### config.mk
export PLATFORM = sky130hd
export DESIGN_NAME = array_proc_sched
export DESIGN_NICKNAME = d
export VERILOG_FILES = /design/src/rtl/array_proc_sched.sv
export SDC_FILE = /design/constraint.sdc
export NUM_CORES = 1
export LEC_CHECK = 0
export CORE_MARGIN = 1
export CORE_UTILIZATION = 47
export CTS_CLUSTER_DIAMETER = 150
export DETAILED_ROUTE_END_ITERATION = 8
export GPL_ROUTABILITY_DRIVEN = 0
export PLACE_DENSITY = 0.82
export SYNTH_ARGS = -nofsm -noshare
export SYNTH_HDL_FRONTEND = slang
export SYNTH_SLANG_ARGS = --single-unit
### constraint.sdc
create_clock -name clk -period 4.2 [get_ports clk]
set_clock_uncertainty 0.15 [all_clocks]
set_input_delay 0.42 -clock clk [delete_from_list [all_inputs] [get_ports clk]]
set_output_delay 0.42 -clock clk [all_outputs]
set_load 0.1 [all_outputs]
### src/rtl/array_proc_sched.sv
`default_nettype none
// ============================================================================
// Module      : array_proc_sched
// Description : Round-robin scheduler that merges two sample requesters into
//               one array write port, accumulates frame sum/count and hands
//               each closed frame to a downstream consumer.
// Revision    : 1.0 - initial release
// ============================================================================
module array_proc_sched #(
  parameter int DW    = 8,
  parameter int DEPTH = 8,
  parameter int AW    = 3
) (
  input  logic             clk,
  input  logic             rst,
  input  logic             a_valid,
  input  logic [DW-1:0]    a_data,
  output logic             a_ready,
  input  logic             b_valid,
  input  logic [DW-1:0]    b_data,
  output logic             b_ready,
  input  logic             flush,
  output logic             wr_en,
  output logic [AW-1:0]    wr_addr,
  output logic [DW-1:0]    wr_data,
  output logic             out_valid,
  output logic [DW+AW-1:0] out_sum,
  output logic [AW:0]      out_count,
  input  logic             out_ready
);

  typedef enum logic [0:0] {
    FILL = 1'b0,
    DONE = 1'b1
  } state_t;

  localparam logic [AW:0] c_DEPTH = (AW+1)'(DEPTH);

  state_t           r_state;
  logic             r_last_b;
  logic [AW:0]      r_count;
  logic [DW+AW-1:0] r_sum;

  logic             w_grant_a;
  logic             w_grant_b;
  logic             w_xfer;
  logic             w_close;
  logic [DW-1:0]    w_data;
  logic [AW:0]      w_count_inc;

  // On a tie the requester that did not win the last transfer is served.
  assign w_grant_a   = (r_state == FILL) && a_valid && (!b_valid || r_last_b);
  assign w_grant_b   = (r_state == FILL) && b_valid && (!a_valid || !r_last_b);
  assign w_xfer      = w_grant_a || w_grant_b;
  assign w_data      = w_grant_a ? a_data : b_data;
  assign w_count_inc = r_count + 1'b1;
  assign w_close     = (w_xfer && (w_count_inc == c_DEPTH)) ||
                       (flush && ((r_count != '0) || w_xfer));

  assign a_ready   = w_grant_a;
  assign b_ready   = w_grant_b;
  assign out_sum   = r_sum;
  assign out_count = r_count;

  always_ff @(posedge clk or negedge rst) begin
    if (!rst) begin
      r_state   <= FILL;
      r_last_b  <= 1'b1;
      r_count   <= '0;
      r_sum     <= '0;
      wr_en     <= 1'b0;
      wr_addr   <= '0;
      wr_data   <= '0;
      out_valid <= 1'b0;
    end else begin
      wr_en <= w_xfer;
      if (w_xfer) begin
        wr_addr  <= r_count[AW-1:0];
        wr_data  <= w_data;
        r_count  <= w_count_inc;
        r_sum    <= r_sum + {{AW{1'b0}}, w_data};
        r_last_b <= w_grant_b;
      end
      case (r_state)
        FILL: begin
          if (w_close) begin
            r_state   <= DONE;
            out_valid <= 1'b1;
          end
        end
        DONE: begin
          // No transfer can occur in DONE, so clearing here never races an update.
          if (out_valid && out_ready) begin
            r_state   <= FILL;
            out_valid <= 1'b0;
            r_count   <= '0;
            r_sum     <= '0;
          end
        end
        default: r_state <= FILL;
      endcase
    end
  end

endmodule
`default_nettype wire

==> After elaboration in Yosys (flattened, before gate mapping) <==
Cells that the tools add are included.
{ "classes": {"addsub": 2, "eq_ne": 3, "muxes": 13, "n_bitwise": 1, "n_reduce_logical": 17} }
{ "op_table": {"columns": ["operator", "n"], "rows": [
  ["two-way mux 11 bit", 3],
  ["two-way mux 4 bit", 3],
  ["adder 11 x 8 -> 11 bit", 1],
  ["two-way mux 8 bit", 1],
  ["logical AND 1 bit", 7],
  ["logical OR 1 bit", 5],
  ["adder 4 x 1 -> 4 bit (second input constant)", 1],
  ["equality test 4 bit (second input constant)", 1],
  ["two-way mux 1 bit", 4],
  ["one-hot mux 1 bit (2 select lines)", 2],
  ["nonzero test 4 bit", 1],
  ["logical NOT 1 bit", 3],
  ["inequality test 2 x 1 -> 1 bit (second input constant)", 1],
  ["inequality test 2 bit (second input constant)", 1],
  ["AND reduction 2 bit", 1],
  ["NOT 1 bit", 1]
]} }
{ "totals": {"ff_bits": 30, "inputBits": 22} }

==> Depth between registers and ports, before layout <==
{ "depth": {"ltp_word": 9, "ltp_mapped": 10, "depth_no_buf": 10} }

==> Worst setup path before layout <==
No wires, ideal clock.
{ "synth_path": {"path_type": "register -> register", "startpoint": "register r_last_b", "endpoint": "register r_sum[7], in the netlist out_sum[7]", "setup_ns": 0.123, "t_arrival_ns": 3.513, "required_time_ns": 3.927, "path_slack_ns": 0.413, "path_stages_with_launch": 10, "path_buffers": 0, "synth_period_minus_slack_ns": 3.787, "cell_sequence": "dfstp_2 > inv_1 > a211oi_4 > mux2_2 > ha_1 > a21o_1 > and4_4 > o211a_1 > or3_1 > a32o_1"} }
{ "synth_between": {"elab_chain_cells": 7, "word_cells_on_any_way": 11, "classes_between": "add/sub (1); mux (4); reduce/logical (6)"} }
{ "synth_lines": {"columns": ["element", "line", "rtl"], "rows": [
  ["from (decl)", "40", "logic r_last_b;"],
  ["from (signal assigned)", "82", "r_last_b <= w_grant_b;"],
  ["logical OR 1 bit (*)", "52", "assign w_grant_a = (r_state == FILL) && a_valid && (!b_valid || r_last_b);"],
  ["logical AND 1 bit (*)", "52", null],
  ["via a_ready", "18", "output logic a_ready,"],
  ["two-way mux 8 bit (*)", "55", "assign w_data = w_grant_a ? a_data : b_data;"],
  ["via w_data[1]", "48", "logic [DW-1:0] w_data;"],
  ["adder 11 x 8 -> 11 bit (*)", "81", "r_sum <= r_sum + {{AW{1'b0}}, w_data};"],
  ["two-way mux 11 bit (*)", "77", "if (w_xfer) begin"],
  ["two-way mux 11 bit", "93", "if (out_valid && out_ready) begin"],
  ["two-way mux 11 bit (*)", "84", "case (r_state)"],
  ["to (signal assigned)", "81", null],
  ["to (decl)", "42", "logic [DW+AW-1:0] r_sum;"]
]} }
The timed path passes the listed nets; every way through them passes the cells marked *.
A chain may end at the register's enable or synchronous reset.

==> Worst setup path after layout <==
{ "layout_path": {"startpoint": "register r_last_b", "endpoint": "register r_sum[7], in the netlist out_sum[7]"} }
{ "layout_between": {"elab_chain_cells": 7, "word_cells_on_any_way": 11, "classes_between": "add/sub (1); mux (4); reduce/logical (6)"} }
{ "layout_lines": {"columns": ["element", "line"], "rows": [
  ["logical OR 1 bit (*)", "52"],
  ["logical AND 1 bit (*)", "52"],
  ["two-way mux 8 bit (*)", "55"],
  ["via w_data[1]", "48"],
  ["adder 11 x 8 -> 11 bit (*)", "81"],
  ["two-way mux 11 bit (*)", "77"],
  ["two-way mux 11 bit", "93"],
  ["two-way mux 11 bit (*)", "84"]
]} }
Marked as above.

==> impl_metrics.toml <==
[synthesis]
ys_seq_elements = 30
async_flop_share_pct = 100.0
synthCells = 179
yosysWarningCount = 0
avgSynthCellArea_um2 = 9.555
synth_edf_count = 0
syn_area_um2 = 1710
synthFlopType = "dfrtp_1"
yosysSeqAreaShare_pct = 43.96
synth_cell_type_count = 33
synth_nets = 215

[sta]
slew_viol_final = 0
rsz0062_at_grt = "no"
tns_ns = 0
maxSlewHeadroom_pct = 34.31
tightest_slew_ns = 0.9823
hold_viol = 0
fin_crit_sh_pct = 79.59
setup_viol = 0
min_period_ns = 3.343
clock.fmax_mhz = 299.2
worst_slack_ns = 0.8573

[cells_and_area]
fillers = 271
final_common_cell = "clkdlybuf4s50_1"
drive_gt1_share_pct = 9.829
fin_cells = 280
fin_nets = 269
final_cell_mix = "50 x clkdlybuf4s50_1, 45 x nand2_1, 29 x dfrtp_1"
area_growth_syn_to_layout_pct = 38.84
antennaDiodeCount = 0

[setup_path]
crit_arrival_ns = 3.42
path_max_fanout = 9
cp_num_cells = 9
worst-r2r-setup-slack_ns = 0.86
crit_type = "reg2reg"
startpoint = "r_last_b"
start_kind = "register"
endpoint_kind = "register"
crit_buf_inv = 1
cp_slowest_cell = "dfstp_2"
path_delay_family = "compound AO/OA/AOI/OAI gates"
reg2reg_from = "r_last_b"
worstSetupEndpoint = "out_sum[7]"
cp.required_ns = 4.27
r2r-end = "out_sum[7]"
slowest_delay_ns = 0.56
rr_worst_depth = 9
cp_cell_sequence = "inv_1 -> a211oi_4 -> mux2_2 -> ha_1 -> a21o_1 -> and4_4 -> o211a_1 -> or3_1 -> a32o_1"

[cts]
insertion_delay_ns = 0.33
post_cts_buffers = 0
root_buffer = "clkbuf_4"
clockBufferDepth = 2
cts_sinks = 30
htreeDepth = 2
cts_hold_buffers = 0
cts_made_buffers = 5
cts_tree = "yes"
post_cts_resized = 0
clk_pin_slew_ns = 0.10

[floorplanning]
die_h_um = 62.33
die-area_um2 = 3884
io_pins = 52
rows = 21
initial_utilization_pct = 50.07
die_x_um = 62.33
core_um2 = 3416

[global_routing]
grt_max_degree = 25
grt_pass1_wl_um = 6920
grt_pass1_vias = 1465
gr-usage-all-layers_pct = 23.02
antenna_found_initial = 0
grt_overflow = 0

[place]
io_buffer_count = 51
place_hpwl_um = 2821
place_ws_ns = 0.5008
dp_cells = 272

[hold_path]
min_path_type = "in2async"

[routing]
drc = 0
via_per_inst = 5.318
avgRoutedWirePerCell_um = 14.41
first_pass_iters = 4
drtIter0Drc = 86
detail-route-antenna-nets = 0
wirelength_um = 4034
num_vias = 1489

[status]
status = "complete, no violations"

[run]
cap_violations = 0
[per-layer routing]
layer	vias up	GRT usage (%)	routed length, µm	share of wire (%)
li1	723	-	-	-
met1	708	29.47	1770	44
met2	52	38.60	1950	48
met3	6	4.596	266	6.6
met4	0	8.140	47	1.2
met5	-	0	0	0
[cells by family (layout without fill, tap and decap cells)]
family	count (synthesis)	in the layout	share of synthesized area, %
buffers and inverters	12	67	2.926
DFF	30	30	43.97
and+or+nand+nor	64	64	15.80
adders and majority gates	14	14	10.68
xor gates and xnor gates	9	9	4.608
muxes	11	11	7.023
AOI/OAI and AO/OA	39	39	15.00
[worst min-delay path by stage]
| stage | to | slack [ns] | cells past startpoint |
|---|---|---|---|
| detailed placement | wr_data[6] | 0.31 | 2 |
| global placement | wr_data[6] | 0.31 | 2 |
| CTS | out_sum[1] | 0.33 | 1 |
| global route | out_count[0] | 0.36 | 1 |
| finish | out_sum[1] | 0.32 | 1 |
| floorplan | out_count[0] | -0.03 | 0 |
[cell type report]
class | instances | area, µm² | area share [%]
timing repair buffer | 53 | 523.0 | 22.02
sequential | 30 | 752.0 | 31.66
clock inverter | 2 | 60.06 | 2.529
tap | 46 | 57.56 | 2.424
clock buffer | 6 | 51.30 | 2.160
multi-input combinational | 137 | 908.4 | 38.25
inverter | 6 | 22.52 | 0.9484
[Yosys cell counts (all sizes together) (3+ instances only)]
master	instances	share of area, %
a211oi	3	2.0
a21o	3	1.3
a21oi	11	3.2
buf	3	0.88
clkbuf	3	0.73
dfrtp	29	42
ha	13	9.5
inv	6	1.3
mux2	8	5.3
mux2i	3	1.8
nand2	45	9.9
nand4	3	1.1
nor2	8	1.8
o21ai	12	3.5
xnor2	4	2.0
xor2	5	2.6
[sequential cells by signal, summed over array words and instances (netlist names)]
register,count
out_sum,11
wr_addr,3
out_count,4
out_valid,1
wr_en,1
wr_data,8
r_last_b,1
r_state,1
[per-stage QoR]
step	util [%]	hold slack (ns)	area, µm²
final	69.52	0.3209	2375
after global routing	69.52	0.3567	2375
after CTS	69.52	0.3277	2375
after detailed placement	66.26	0.3132	2263
after global placement	66.26	0.3080	2263
after floorplan	-	-0.02559	1710
Power is not shown: default switching activity piles up to over one toggle a cycle in this logic, so the estimate is an artifact.
